### config.mk
export PLATFORM = sky130hd
export DESIGN_NAME = fp_operand_pairer
export DESIGN_NICKNAME = d
export VERILOG_FILES = /design/src/rtl/fp_operand_pairer.sv
export SDC_FILE = /design/constraint.sdc
export NUM_CORES = 1
export LEC_CHECK = 0
export ABC_AREA = 1
export BUFFER_PORTS_ARGS = -buffer_cell sky130_fd_sc_hd__buf_4
export CAP_MARGIN = 20
export CORE_MARGIN = 2
export CORE_UTILIZATION = 50
export DETAILED_ROUTE_END_ITERATION = 8
export MAX_ROUTING_LAYER = met4
export PLACE_DENSITY = 0.76
export SYNTH_ARGS = -nofsm -noshare
export SYNTH_HDL_FRONTEND = slang
export SYNTH_SLANG_ARGS = --single-unit
### constraint.sdc
create_clock -name clk -period 6.41 [get_ports clk]
set_input_delay 0 -clock clk [delete_from_list [all_inputs] [get_ports clk]]
set_output_delay 0 -clock clk [all_outputs]
set_load 0.05 [all_outputs]
### src/rtl/fp_operand_pairer.sv
// Pairs a stream of binary32 words into {a, b} operand pairs for the FP adder wrapper.
// Odd-length packets pad their final word with PAD_VALUE; a small FIFO absorbs backpressure.
module fp_operand_pairer #(
  parameter logic [31:0] PAD_VALUE = 32'h0000_0000,
  parameter int          OUT_DEPTH = 2,
  parameter int          CNT_W     = 16
) (
  input  logic             clk,
  input  logic             reset,
  input  logic [31:0]      word_in,
  input  logic             last_in,
  input  logic             valid_in,
  output logic             ready_out,
  output logic [31:0]      a,
  output logic [31:0]      b,
  output logic             last_out,
  output logic             padded_out,
  output logic             valid_out,
  input  logic             ready_in,
  output logic [CNT_W-1:0] pair_count,
  output logic [CNT_W-1:0] pad_count
);

  localparam int                PTR_W   = (OUT_DEPTH > 1) ? $clog2(OUT_DEPTH) : 1;
  localparam int                FCNT_W  = $clog2(OUT_DEPTH) + 1;
  localparam logic [FCNT_W-1:0] DEPTH_C = FCNT_W'(OUT_DEPTH);

  typedef struct packed {
    logic [31:0] a;
    logic [31:0] b;
    logic        last;
    logic        padded;
  } pair_t;

  typedef enum logic {IDLE, HOLD_A} state_t;

  state_t            state_q, state_d;
  logic [31:0]       hold_q, hold_d;
  logic [PTR_W-1:0]  wr_ptr_q, wr_ptr_d;
  logic [PTR_W-1:0]  rd_ptr_q, rd_ptr_d;
  logic [FCNT_W-1:0] fcnt_q, fcnt_d;
  logic [CNT_W-1:0]  pair_cnt_q, pair_cnt_d;
  logic [CNT_W-1:0]  pad_cnt_q, pad_cnt_d;
  pair_t             shown_q, shown_d;
  pair_t             mem_q [OUT_DEPTH];

  logic  acc;
  logic  push;
  logic  pop;
  pair_t push_entry;
  pair_t head;
  pair_t out_pair;

  // ready_out depends only on registered occupancy (and reset), never on ready_in
  assign ready_out = !reset && (fcnt_q < DEPTH_C);
  assign acc       = valid_in && ready_out;
  assign valid_out = (fcnt_q != '0);
  assign head      = mem_q[rd_ptr_q];
  assign pop       = valid_out && ready_in;

  always_comb begin
    state_d    = state_q;
    hold_d     = hold_q;
    push       = 1'b0;
    push_entry = '0;
    case (state_q)
      IDLE: begin
        if (acc) begin
          if (last_in) begin
            push       = 1'b1;
            push_entry = '{a: word_in, b: PAD_VALUE, last: 1'b1, padded: 1'b1};
          end else begin
            hold_d  = word_in;
            state_d = HOLD_A;
          end
        end
      end
      HOLD_A: begin
        if (acc) begin
          push       = 1'b1;
          push_entry = '{a: hold_q, b: word_in, last: last_in, padded: 1'b0};
          state_d    = IDLE;
        end
      end
      default: state_d = IDLE;
    endcase
  end

  always_comb begin
    wr_ptr_d   = push ? wr_ptr_q + 1'b1 : wr_ptr_q;
    rd_ptr_d   = pop  ? rd_ptr_q + 1'b1 : rd_ptr_q;
    fcnt_d     = fcnt_q;
    if (push && !pop) fcnt_d = fcnt_q + 1'b1;
    if (!push && pop) fcnt_d = fcnt_q - 1'b1;
    pair_cnt_d = pop ? pair_cnt_q + 1'b1 : pair_cnt_q;
    pad_cnt_d  = (pop && head.padded) ? pad_cnt_q + 1'b1 : pad_cnt_q;
    // Remember the pair just handed off so the outputs hold it while empty
    shown_d    = pop ? head : shown_q;
  end

  assign out_pair   = valid_out ? head : shown_q;
  assign a          = out_pair.a;
  assign b          = out_pair.b;
  assign last_out   = out_pair.last;
  assign padded_out = out_pair.padded;
  assign pair_count = pair_cnt_q;
  assign pad_count  = pad_cnt_q;

  always_ff @(posedge clk) begin
    if (reset) begin
      state_q    <= IDLE;
      hold_q     <= '0;
      wr_ptr_q   <= '0;
      rd_ptr_q   <= '0;
      fcnt_q     <= '0;
      pair_cnt_q <= '0;
      pad_cnt_q  <= '0;
      shown_q    <= '0;
    end else begin
      state_q    <= state_d;
      hold_q     <= hold_d;
      wr_ptr_q   <= wr_ptr_d;
      rd_ptr_q   <= rd_ptr_d;
      fcnt_q     <= fcnt_d;
      pair_cnt_q <= pair_cnt_d;
      pad_cnt_q  <= pad_cnt_d;
      shown_q    <= shown_d;
    end
  end

  // FIFO storage needs no reset: entries are only read while fcnt_q says they are live
  always_ff @(posedge clk) begin
    if (push) mem_q[wr_ptr_q] <= push_entry;
  end

endmodule

### Word-level counts from Yosys, hierarchy flattened

Memory sizes are Yosys's and may differ from the RTL's. A register that Yosys moved wholly into a read port is not among the register bits.
Index checks and enable logic that the tools add are counted.

* add/subtract/negate cells: 6
* order comparisons: 1
* mux-type cells: 19
* bitwise logic cells: 2
* reductions and logical operators: 12

Operators by type and width (number)
* $mux W66: 4
* $pmux W66 S2: 1
* $add A16 B1 Y16 const B: 2
* $mux W1: 10
* $logic_and A1 B1 Y1: 6
* $mux W2: 2
* $pmux W1 S2: 2
* $reduce_bool A2 Y1: 2
* $logic_not A1 Y1: 3
* $reduce_and A3 Y1: 1
* $add A1 B1 Y1 const B: 2
* $add A2 B1 Y2 const B: 1
* $lt A2 B2 Y1 const B: 1
* $not A1 Y1: 2
* $sub A2 B1 Y2 const B: 1

* flip-flop bits (word level): 135
* RAM bits: 132
* input port bits: 37
* output and inout port bits: 100
* logic and storage cells: 52
* memories kept: 1

Memories
* mem_q: words 2, bits a word 66, read ports 1, clocked after memory_dff 1, wr ports 1, RTL line 45 `pair_t mem_q [OUT_DEPTH];`

### Depth between registers and ports, before layout

Gate-level depths: netlist (run 1).

* word-level depth: 8
* mapped depth: 9
* depth with buffers taken out: 9

### Least setup slack after synthesis (run 1)

Ideal clock, no wire load.

* path type: reg2reg
* start point: register fcnt_q[1]
* end point: memory mem_q[0][0] (netlist name), enable pin
* library setup time: 491 ps
* arrival: 3622 ps
* required time: 5919 ps
* slack: 2297 ps
* cell stages (with the launch flop): 4
* path buffers: 0
* clock period less this slack: 4113 ps
* path through: dfxtp_1 > nor3b_4 > o21ai_0 > nor2_1

* word-level cells in the longest chain between the ends: 7
* elaborated cells on any way between the ends: 8
* those cells by class: order compare: 1; mux: 5; reduce/logical: 2

Ends and longest elaborated chain
* from (decl): RTL line 41 `logic [FCNT_W-1:0] fcnt_q, fcnt_d;`
* from (signal assigned): RTL line 124 `fcnt_q <= fcnt_d;`
* $lt A2 B2 Y1 *: RTL line 55 `assign ready_out = !reset && (fcnt_q < DEPTH_C);`
* $logic_and A1 B1 Y1 *: RTL line 55
* $logic_and A1 B1 Y1 *: RTL line 56 `assign acc = valid_in && ready_out;`
* $mux W1, on equally long branches: RTL line 79, 68
* $pmux W1 S2 *: RTL line 66 `case (state_q)`
* $mux W1 *: RTL line 133 `if (push) mem_q[wr_ptr_q] <= push_entry;`
* $mux W1 (not written as such) *: RTL line 133
* to (decl): RTL line 45

Mark *: on every way between the ends. The rest lies on a longest branch, timed or not.

==> qor.json, run 1 <==
{
  "drt-vias-per-instance": 5.11,
  "timing.hold.worst_path_depth": 4,
  "globalRoute.totalOverflow": 0,
  "fp-row-count": 55,
  "netSwitchingPower_mw": 1.48,
  "core-area_um2": 22400,
  "fraction_of_final_layout_cells_with_drive_strength_greater_than_1_pct": 14.8,
  "postSynthAreaPerCell_um2": 8.69,
  "synth.lib_cells_used.distinct": 29,
  "detail_route.wirelength.met1_mm": 11.3,
  "worst_ep_required_time_ns": 6.41,
  "min_from": "word_in[6]",
  "routed-via-count": 8954,
  "ys_dominant_reg_cell": "sky130_fd_sc_hd__dfxtp_1",
  "grt.total_usage_pct": 21.5,
  "cts_tree": "built",
  "num_io_pins": 137,
  "global_route_wire_length_before_repair_mm": 41.0,
  "post_drt_wl_per_cell_um": 14.5,
  "endpoint_of_the_worst_slack_reg_to_reg_timing_path": "pad_count[12]$_SDFFE_PP0P_",
  "die-height_um": 155,
  "number_of_global_route_vias_before_repair": 8411,
  "power.total_mw": 4.71,
  "syn-instance-count": 1303,
  "static-leakage-power_nw": 5.64,
  "synth.net_count": 1343,
  "postCtsResizedCells": 0,
  "cts-root-to-sink-buffers": 3,
  "worst_reg2reg_path_length_in_cells": 11,
  "min_period_over_period_pct": 46.2,
  "floorplan.die_area_um2": 23900,
  "clk_pin_slew_ns": 0.06,
  "max_slew_margin_pct": 38.9,
  "combinational_cell_fraction_of_total_power_pct": 22.8,
  "cp-end-kind": "primary output",
  "ctsRootBufferMaster": "sky130_fd_sc_hd__clkbuf_16",
  "detail_route.first_pass.iterations": 5,
  "critical_path_class": "flop to primary output",
  "clkLatencyLatePin_ns": 0.54,
  "synth-seq-area-share_pct": 59.0,
  "horizontal_die_dimension_um": 155,
  "cts-buffers-inserted": 29,
  "finalSetupViolations": 0,
  "grt_max_degree": 132,
  "critical_path.max_fanout": 67,
  "ant_nets": 0,
  "postRouteWirelength_mm": 25.4,
  "final-hold-violation-count": 0,
  "synth-edff-count": 132,
  "synth_seq_cells": 268,
  "drcViolationCount": 0,
  "fmax_achieved_mhz": 337,
  "holdPathEnd": "hold_q[6]$_SDFFE_PP0P_",
  "slew_violations": 0,
  "p_seq_share_pct": 40.7,
  "synthesis.area_um2": 11300,
  "antenna-diode-count": 0,
  "reg2reg_slack_ns": 3.90,
  "synthArstFlopShare_pct": 0,
  "max_cap_violations": 0,
  "crit_arrival_ns": 2.96,
  "internal-power_mw": 3.22,
  "clock-skew-final_ns": 0.0176,
  "hold_path.class": "primary input to flop",
  "routed_length_on_met3_mm": 1.37,
  "detailed_place_hpwl_mm": 15.0,
  "post_route_setup_tns_ns": 0,
  "power-per-cell-area_nw_per_um2": 341,
  "worst_max_slew_pin_slew_ns": 0.917,
  "design.final.nets": 1484,
  "status": "complete, no violations",
  "met2_wire_length_mm": 12.3,
  "layout.cells.most_common_list": "sky130_fd_sc_hd__nand2_1, sky130_fd_sc_hd__inv_1, sky130_fd_sc_hd__o21ai_0",
  "synthesis.yosys.warnings": 0,
  "final_common_cell": "sky130_fd_sc_hd__nand2_1",
  "area.growth.synth_to_final_pct": 21.9,
  "finalCriticalPeriod_ns": 2.96,
  "port_buffers": 136,
  "starting_density_of_the_core_pct": 50.5,
  "grt_setup_unrepaired": "no",
  "top_layer_used": "met4",
  "ir_worst_vdd_mv": 0.318,
  "cts_htree_levels": 1,
  "timing.critical_path.from_type": "flop",
  "antenna_violations_before_repair": 0,
  "netSwitchingFraction_pct": 31.5,
  "clock_sink_count": 268,
  "gp_routability_congestion": 0.793,
  "clock_power_share_pct": 36.5,
  "drt-initial-drc-count": 542
}
==> state kept, by name, indices dropped and copies added, names as in the netlist, named ones only <==
signal,flops
hold_q,32
wr_ptr_q,1
mem_q,132
fcnt_q,2
state_q,1
shown_q,66
rd_ptr_q,1
pair_count,16
pad_count,16
==> cells by family after synthesis <==
group / Yosys count / synth area share, %
AO/OA/AOI/OAI: 335 / 15.2
XOR/XNOR: 1 / 0.0773
adder cells (fa/ha/maj): 3 / 0.331
buffers and inverters: 242 / 8.94
flip-flops: 268 / 59.0
AND/OR/NAND/NOR: 454 / 16.4
==> worst max-delay path by stage <==
stage,from,endpoint,slack (ns),depth (start not counted)
floorplan,fcnt_q[1]$_SDFFE_PP0P_,mem_q[0][0]$_DFFE_PP_,2.30,3
global placement,flop,pad_count[12]$_SDFFE_PP0P_,3.94,11
detailed placement,flop,pad_count[12]$_SDFFE_PP0P_,3.89,11
CTS,flop,padded_out,3.42,8
global route,flop,padded_out,3.27,8
finish,flop,padded_out,3.45,8
==> layer usage <==
| layer | GRT usage [%] | up-vias |
|---|---|---|
| li1 | - | 4535 |
| met1 | 27.9 | 4169 |
| met2 | 36.3 | 210 |
| met3 | 2.72 | 40 |
| met4 | 5.03 | 0 |
| met5 | - | - |
==> stage by stage <==
step | utilization, % | setup WS (ns) | instances | hold slack, ns | area [um^2]
2_1_floorplan | - | 2.30 | 1303 | 0.0691 | 11300
3_3_place_gp | 55.4 | 3.94 | 1661 | 0.274 | 12400
3_5_place_dp | 55.4 | 3.89 | 1661 | 0.274 | 12400
4_1_cts | 61.5 | 3.42 | 1750 | 0.244 | 13800
5_1_grt | 61.6 | 3.27 | 1751 | 0.284 | 13800
6_report | 61.6 | 3.45 | 1751 | 0.275 | 13800
==> power groups by stage <==
stage | Combinational [mW] | Sequential [mW] | Clock (mW)
6_report | 1.07 | 1.92 | 1.72
3_3_place_gp | 1.03 | 1.95 | 0
4_1_cts | 1.07 | 1.92 | 1.75
3_5_place_dp | 1.04 | 1.95 | 0
5_1_grt | 1.16 | 1.92 | 1.81
2_1_floorplan | 0.751 | 1.95 | 0
==> synthesized netlist by cell type (2+ instances only) <==
library cell / count / area share [%]
sky130_fd_sc_hd__a21oi_1: 122 / 5.4
sky130_fd_sc_hd__and3_1: 2 / 0.11
sky130_fd_sc_hd__buf_2: 38 / 1.7
sky130_fd_sc_hd__buf_6: 6 / 0.60
sky130_fd_sc_hd__clkbuf_1: 27 / 0.89
sky130_fd_sc_hd__dfxtp_1: 136 / 24
sky130_fd_sc_hd__edfxtp_1: 132 / 35
sky130_fd_sc_hd__ha_1: 3 / 0.33
sky130_fd_sc_hd__inv_1: 168 / 5.6
sky130_fd_sc_hd__nand2_1: 331 / 11
sky130_fd_sc_hd__nand2_2: 2 / 0.11
sky130_fd_sc_hd__nand2_4: 2 / 0.20
sky130_fd_sc_hd__nand3_1: 16 / 0.71
sky130_fd_sc_hd__nand3_4: 2 / 0.31
sky130_fd_sc_hd__nand4_1: 3 / 0.17
sky130_fd_sc_hd__nor2_1: 87 / 2.9
sky130_fd_sc_hd__nor2_2: 4 / 0.22
sky130_fd_sc_hd__nor2_8: 2 / 0.35
sky130_fd_sc_hd__o21ai_0: 158 / 7.0
sky130_fd_sc_hd__o21ai_1: 21 / 0.93
sky130_fd_sc_hd__o21bai_1: 2 / 0.13
sky130_fd_sc_hd__o22ai_1: 32 / 1.8
==> layout make-up <==
cell class	instances	area, um^2
clock buffers	34	754
repair buffers	183	1480
fillers	1877	8620
clock inverters	19	238
flip-flops and latches	268	6690
inverters	169	636
multi-input cells	793	3660
well taps	285	357
==> critical path: stages, from the launching register on <==
cell and delay (ns):
sky130_fd_sc_hd__dfxtp_2 0.31, sky130_fd_sc_hd__buf_4 0.35, sky130_fd_sc_hd__inv_2 0.29, sky130_fd_sc_hd__buf_4 0.56, sky130_fd_sc_hd__nand2_1 0.10, sky130_fd_sc_hd__nand2_1 0.21, sky130_fd_sc_hd__inv_1 0.06, sky130_fd_sc_hd__o21ai_0 0.24
sky130_fd_sc_hd__buf_4 0.25
==> repair_timing <==
item	4_1_cts	5_1_grt
buffers inserted	0	0
hold buffers	36	0
endpoints found under the hold margin	167	0
No activity file was read; power rests on OpenSTA's default activity.
==> inputs of run 2 (changes only) <==
==> constraint.sdc (replaced) <==
create_clock -name clk -period 3 [get_ports clk]
set_input_delay 0 -clock clk [delete_from_list [all_inputs] [get_ports clk]]
set_output_delay 0 -clock clk [all_outputs]
set_load 0.05 [all_outputs]
==> run 2 against run 1 <==
Register-to-register slack worse by 2.9 ns. Combinational power is 110% higher. Global-route usage shrank 0.58 points. Highest routed layer unchanged.
==> qor.json, run 2 (synthesis results as in run 1) <==
{
  "status": "complete, no violations",
  "detailedPlace.worstSlack": {"value": 0.996, "unit": "ns", "change": "-2.89 ns"},
  "final-hold-violation-count": {"value": 0, "change": "unchanged"},
  "layout.cells.most_common_list": "sky130_fd_sc_hd__nand2_1, sky130_fd_sc_hd__inv_1, sky130_fd_sc_hd__o21ai_0",
  "cts_hold_repair.buffers": {"value": 34, "change": "-5.6%"},
  "power.total": {"value": 10.0, "unit": "mW", "change": "+110%"},
  "starting_density_of_the_core": {"value": 50.5, "unit": "%", "change": "unchanged"},
  "fraction_of_final_layout_cells_with_drive_strength_greater_than_1": {"value": 14.9, "unit": "%", "change": "+0.14 points"},
  "ir_worst_vdd": {"value": 0.452, "unit": "mV", "change": "+42%"},
  "globalRoute.totalOverflow": {"value": 0, "change": "unchanged"},
  "reg2reg_slack": {"value": 0.97, "unit": "ns", "change": "-2.93 ns"},
  "holdPathEnd": "mem_q[1][1]$_DFFE_PP_",
  "floorplan.die_area": {"value": 23900, "unit": "um^2", "change": "unchanged"},
  "cp-end-kind": "primary output",
  "area.sequential": {"value": 6690, "unit": "um^2", "change": "unchanged"},
  "ctsRootBufferMaster": "sky130_fd_sc_hd__clkbuf_16",
  "drt-initial-drc-count": {"value": 538, "change": "-0.74%"},
  "critical_path_class": "flop to primary output",
  "gp_routability_congestion": {"value": 0.836, "change": "+5.4%"},
  "post_layout_nonfiller_instances": {"value": 1751, "change": "unchanged"},
  "design.final.nets": {"value": 1484, "change": "unchanged"},
  "routed-via-count": {"value": 9002, "change": "+0.54%"},
  "timing.hold.worst_path_depth": {"value": 4, "change": "unchanged"},
  "endpoint_of_the_worst_slack_reg_to_reg_timing_path": "hold_q[2]$_SDFFE_PP0P_",
  "postRouteWirelength": {"value": 24.9, "unit": "mm", "change": "-2.2%"},
  "min_from": "valid_in",
  "clock_sink_count": {"value": 268, "change": "unchanged"},
  "multiInputGateArea": {"value": 3660, "unit": "um^2", "change": "about the same"},
  "fmax_achieved_mhz": 415,
  "max_cap_violations": {"value": 0, "change": "unchanged"},
  "cts-buffers-inserted": {"value": 28, "change": "-3.4%"},
  "cts_htree_levels": {"value": 1, "change": "unchanged"},
  "static-leakage-power": {"value": 5.65, "unit": "nW", "change": "+0.20%"},
  "grt_setup_unrepaired": "no",
  "crit_arrival": {"value": 2.41, "unit": "ns", "change": "-0.55 ns"},
  "clkLatencyLatePin": {"value": 0.53, "unit": "ns", "change": "about the same"},
  "reg_top3": "mem_q: 132 flops, shown_q: 66 flops, hold_q: 32 flops",
  "drt-vias-per-instance": {"value": 5.14, "change": "+0.54%"},
  "antenna-diode-count": {"value": 0, "change": "unchanged"},
  "finalSetupViolations": {"value": 0, "change": "unchanged"},
  "nFillCells": {"value": 1830, "change": "-2.5%"},
  "postLayoutCellArea": {"value": 13800, "unit": "um^2", "change": "+0.25%"},
  "worst_reg2reg_path_length_in_cells": {"value": 5, "change": "-6"},
  "horizontal_die_dimension": {"value": 155, "unit": "um", "change": "unchanged"},
  "final_common_cell": "sky130_fd_sc_hd__nand2_1",
  "cts-root-to-sink-buffers": {"value": 3, "change": "unchanged"},
  "post_drt_wl_per_cell": {"value": 14.2, "unit": "um", "change": "-2.2%"},
  "detailed_place_hpwl": {"value": 15.4, "unit": "mm", "change": "+2.8%"},
  "global_route_wire_length_before_repair": {"value": 39.8, "unit": "mm", "change": "-2.9%"},
  "grt_max_degree": {"value": 109, "change": "-17%"},
  "number_of_global_route_vias_before_repair": {"value": 8377, "change": "-0.40%"},
  "clock-skew-final": {"value": 0.00731, "unit": "ns", "change": "-0.0103 ns"},
  "min_period_over_period_pct": 80.4,
  "grt.total_usage": {"value": 20.9, "unit": "%", "change": "-0.58 points"},
  "ant_nets": {"value": 0, "change": "unchanged"},
  "antenna_violations_before_repair": {"value": 0, "change": "unchanged"},
  "drcViolationCount": {"value": 0, "change": "unchanged"},
  "finalCriticalPeriod_ns": 2.41,
  "port_buffers": {"value": 136, "change": "unchanged"},
  "power-per-cell-area": {"value": 723, "unit": "nW/um^2", "change": "+110%"},
  "slew_violations": {"value": 0, "change": "unchanged"},
  "postLayoutSetupSlackWorst": {"value": 0.588, "unit": "ns", "change": "-2.86 ns"},
  "worst_ep_required_time": {"value": 3.00, "unit": "ns", "change": "-3.41 ns"},
  "area.growth.synth_to_final_pct": 22.2,
  "fp-row-count": {"value": 55, "change": "unchanged"},
  "worst_max_slew_pin_slew": {"value": 0.920, "unit": "ns", "change": "+0.00330 ns"},
  "cts_tree": "built",
  "detail_route.first_pass.iterations": {"value": 5, "change": "unchanged"},
  "detailed_place.area": {"value": 12500, "unit": "um^2", "change": "+0.56%"},
  "largest_reg_flops": {"value": 132, "change": "unchanged"},
  "max_slew_margin": {"value": 38.0, "unit": "%", "change": "-0.87 points"},
  "core-area": {"value": 22400, "unit": "um^2", "change": "unchanged"},
  "cts.repair_timing.setup_buffer_count": {"value": 0, "change": "unchanged"},
  "postCtsResizedCells": {"value": 0, "change": "unchanged"},
  "timing.critical_path.from_type": "flop",
  "clk_pin_slew": {"value": 0.06, "unit": "ns", "change": "about the same"},
  "inst_count_dp": {"value": 1665, "change": "+0.24%"},
  "hold_path.class": "primary input to flop",
  "critical_path.max_fanout": {"value": 25, "change": "-63%"},
  "num_io_pins": {"value": 137, "change": "unchanged"},
  "die-height": {"value": 155, "unit": "um", "change": "unchanged"},
  "critical_path.reg2reg.startpoint": "fcnt_q[1]$_SDFFE_PP0P_",
  "top_register": "mem_q"
}
[run 2: cell type report]
type	instances	area share, %
clock buffers	42	6.26
clock inverters	10	0.994
inverters	169	4.59
multi-input cells	793	26.4
flip-flops and latches	268	48.3
well taps	285	2.57
repair buffers	184	10.9
[run 2: report_power, final]
| part | total (mW) | switching [mW] | internal [mW] |
|---|---|---|---|
| Sequential | 4.10 | 0.0704 | 4.03 |
| Combinational | 2.25 | 1.64 | 0.612 |
| Clock | 3.65 | 1.40 | 2.26 |
| Total | 10.0 | 3.11 | 6.90 |
[run 2: worst max path at each step]
stage	from	endpoint	slack [ns]	cells past startpoint
2_1_floorplan	fcnt_q[1]$_SDFFE_PP0P_	mem_q[1][0]$_DFFE_PP_	-0.04	3
3_3_place_gp	fcnt_q[1]$_SDFFE_PP0P_	fcnt_q[1]$_SDFFE_PP0P_	1.00	7
3_5_place_dp	fcnt_q[1]$_SDFFE_PP0P_	hold_q[0]$_SDFFE_PP0P_	1.0	5
4_1_cts	flop	b[30]	0.51	7
5_1_grt	flop	a[11]	0.41	7
6_report	flop	b[30]	0.59	7
[run 2: metal layers]
metal,GRT usage [%],up-vias,wire (um)
li1,-,4534,-
met1,26.5,4199,10600
met2,35.6,232,12400
met3,2.83,37,1390
met4,5.56,0,459
met5,-,-,0
[run 2: critical path, cell delays in order (launching register included)]
cell,delay [ns]
sky130_fd_sc_hd__dfxtp_2,0.46
sky130_fd_sc_hd__inv_2,0.41
sky130_fd_sc_hd__buf_4,0.36
sky130_fd_sc_hd__nand2_1,0.08
sky130_fd_sc_hd__nand2_1,0.08
sky130_fd_sc_hd__nand2_1,0.05
sky130_fd_sc_hd__o21ai_0,0.15
sky130_fd_sc_hd__buf_4,0.27
[run 2: stage by stage]
step	setup TNS (ns)	util (%)	hold slack, ns
detailed placement	0	55.7	0.265
finish	0	61.7	0.0157
floorplan	-5.72	-	0.0691
global route	0	61.7	0.0228
global placement	0	55.7	0.269
CTS	0	61.7	0.00418
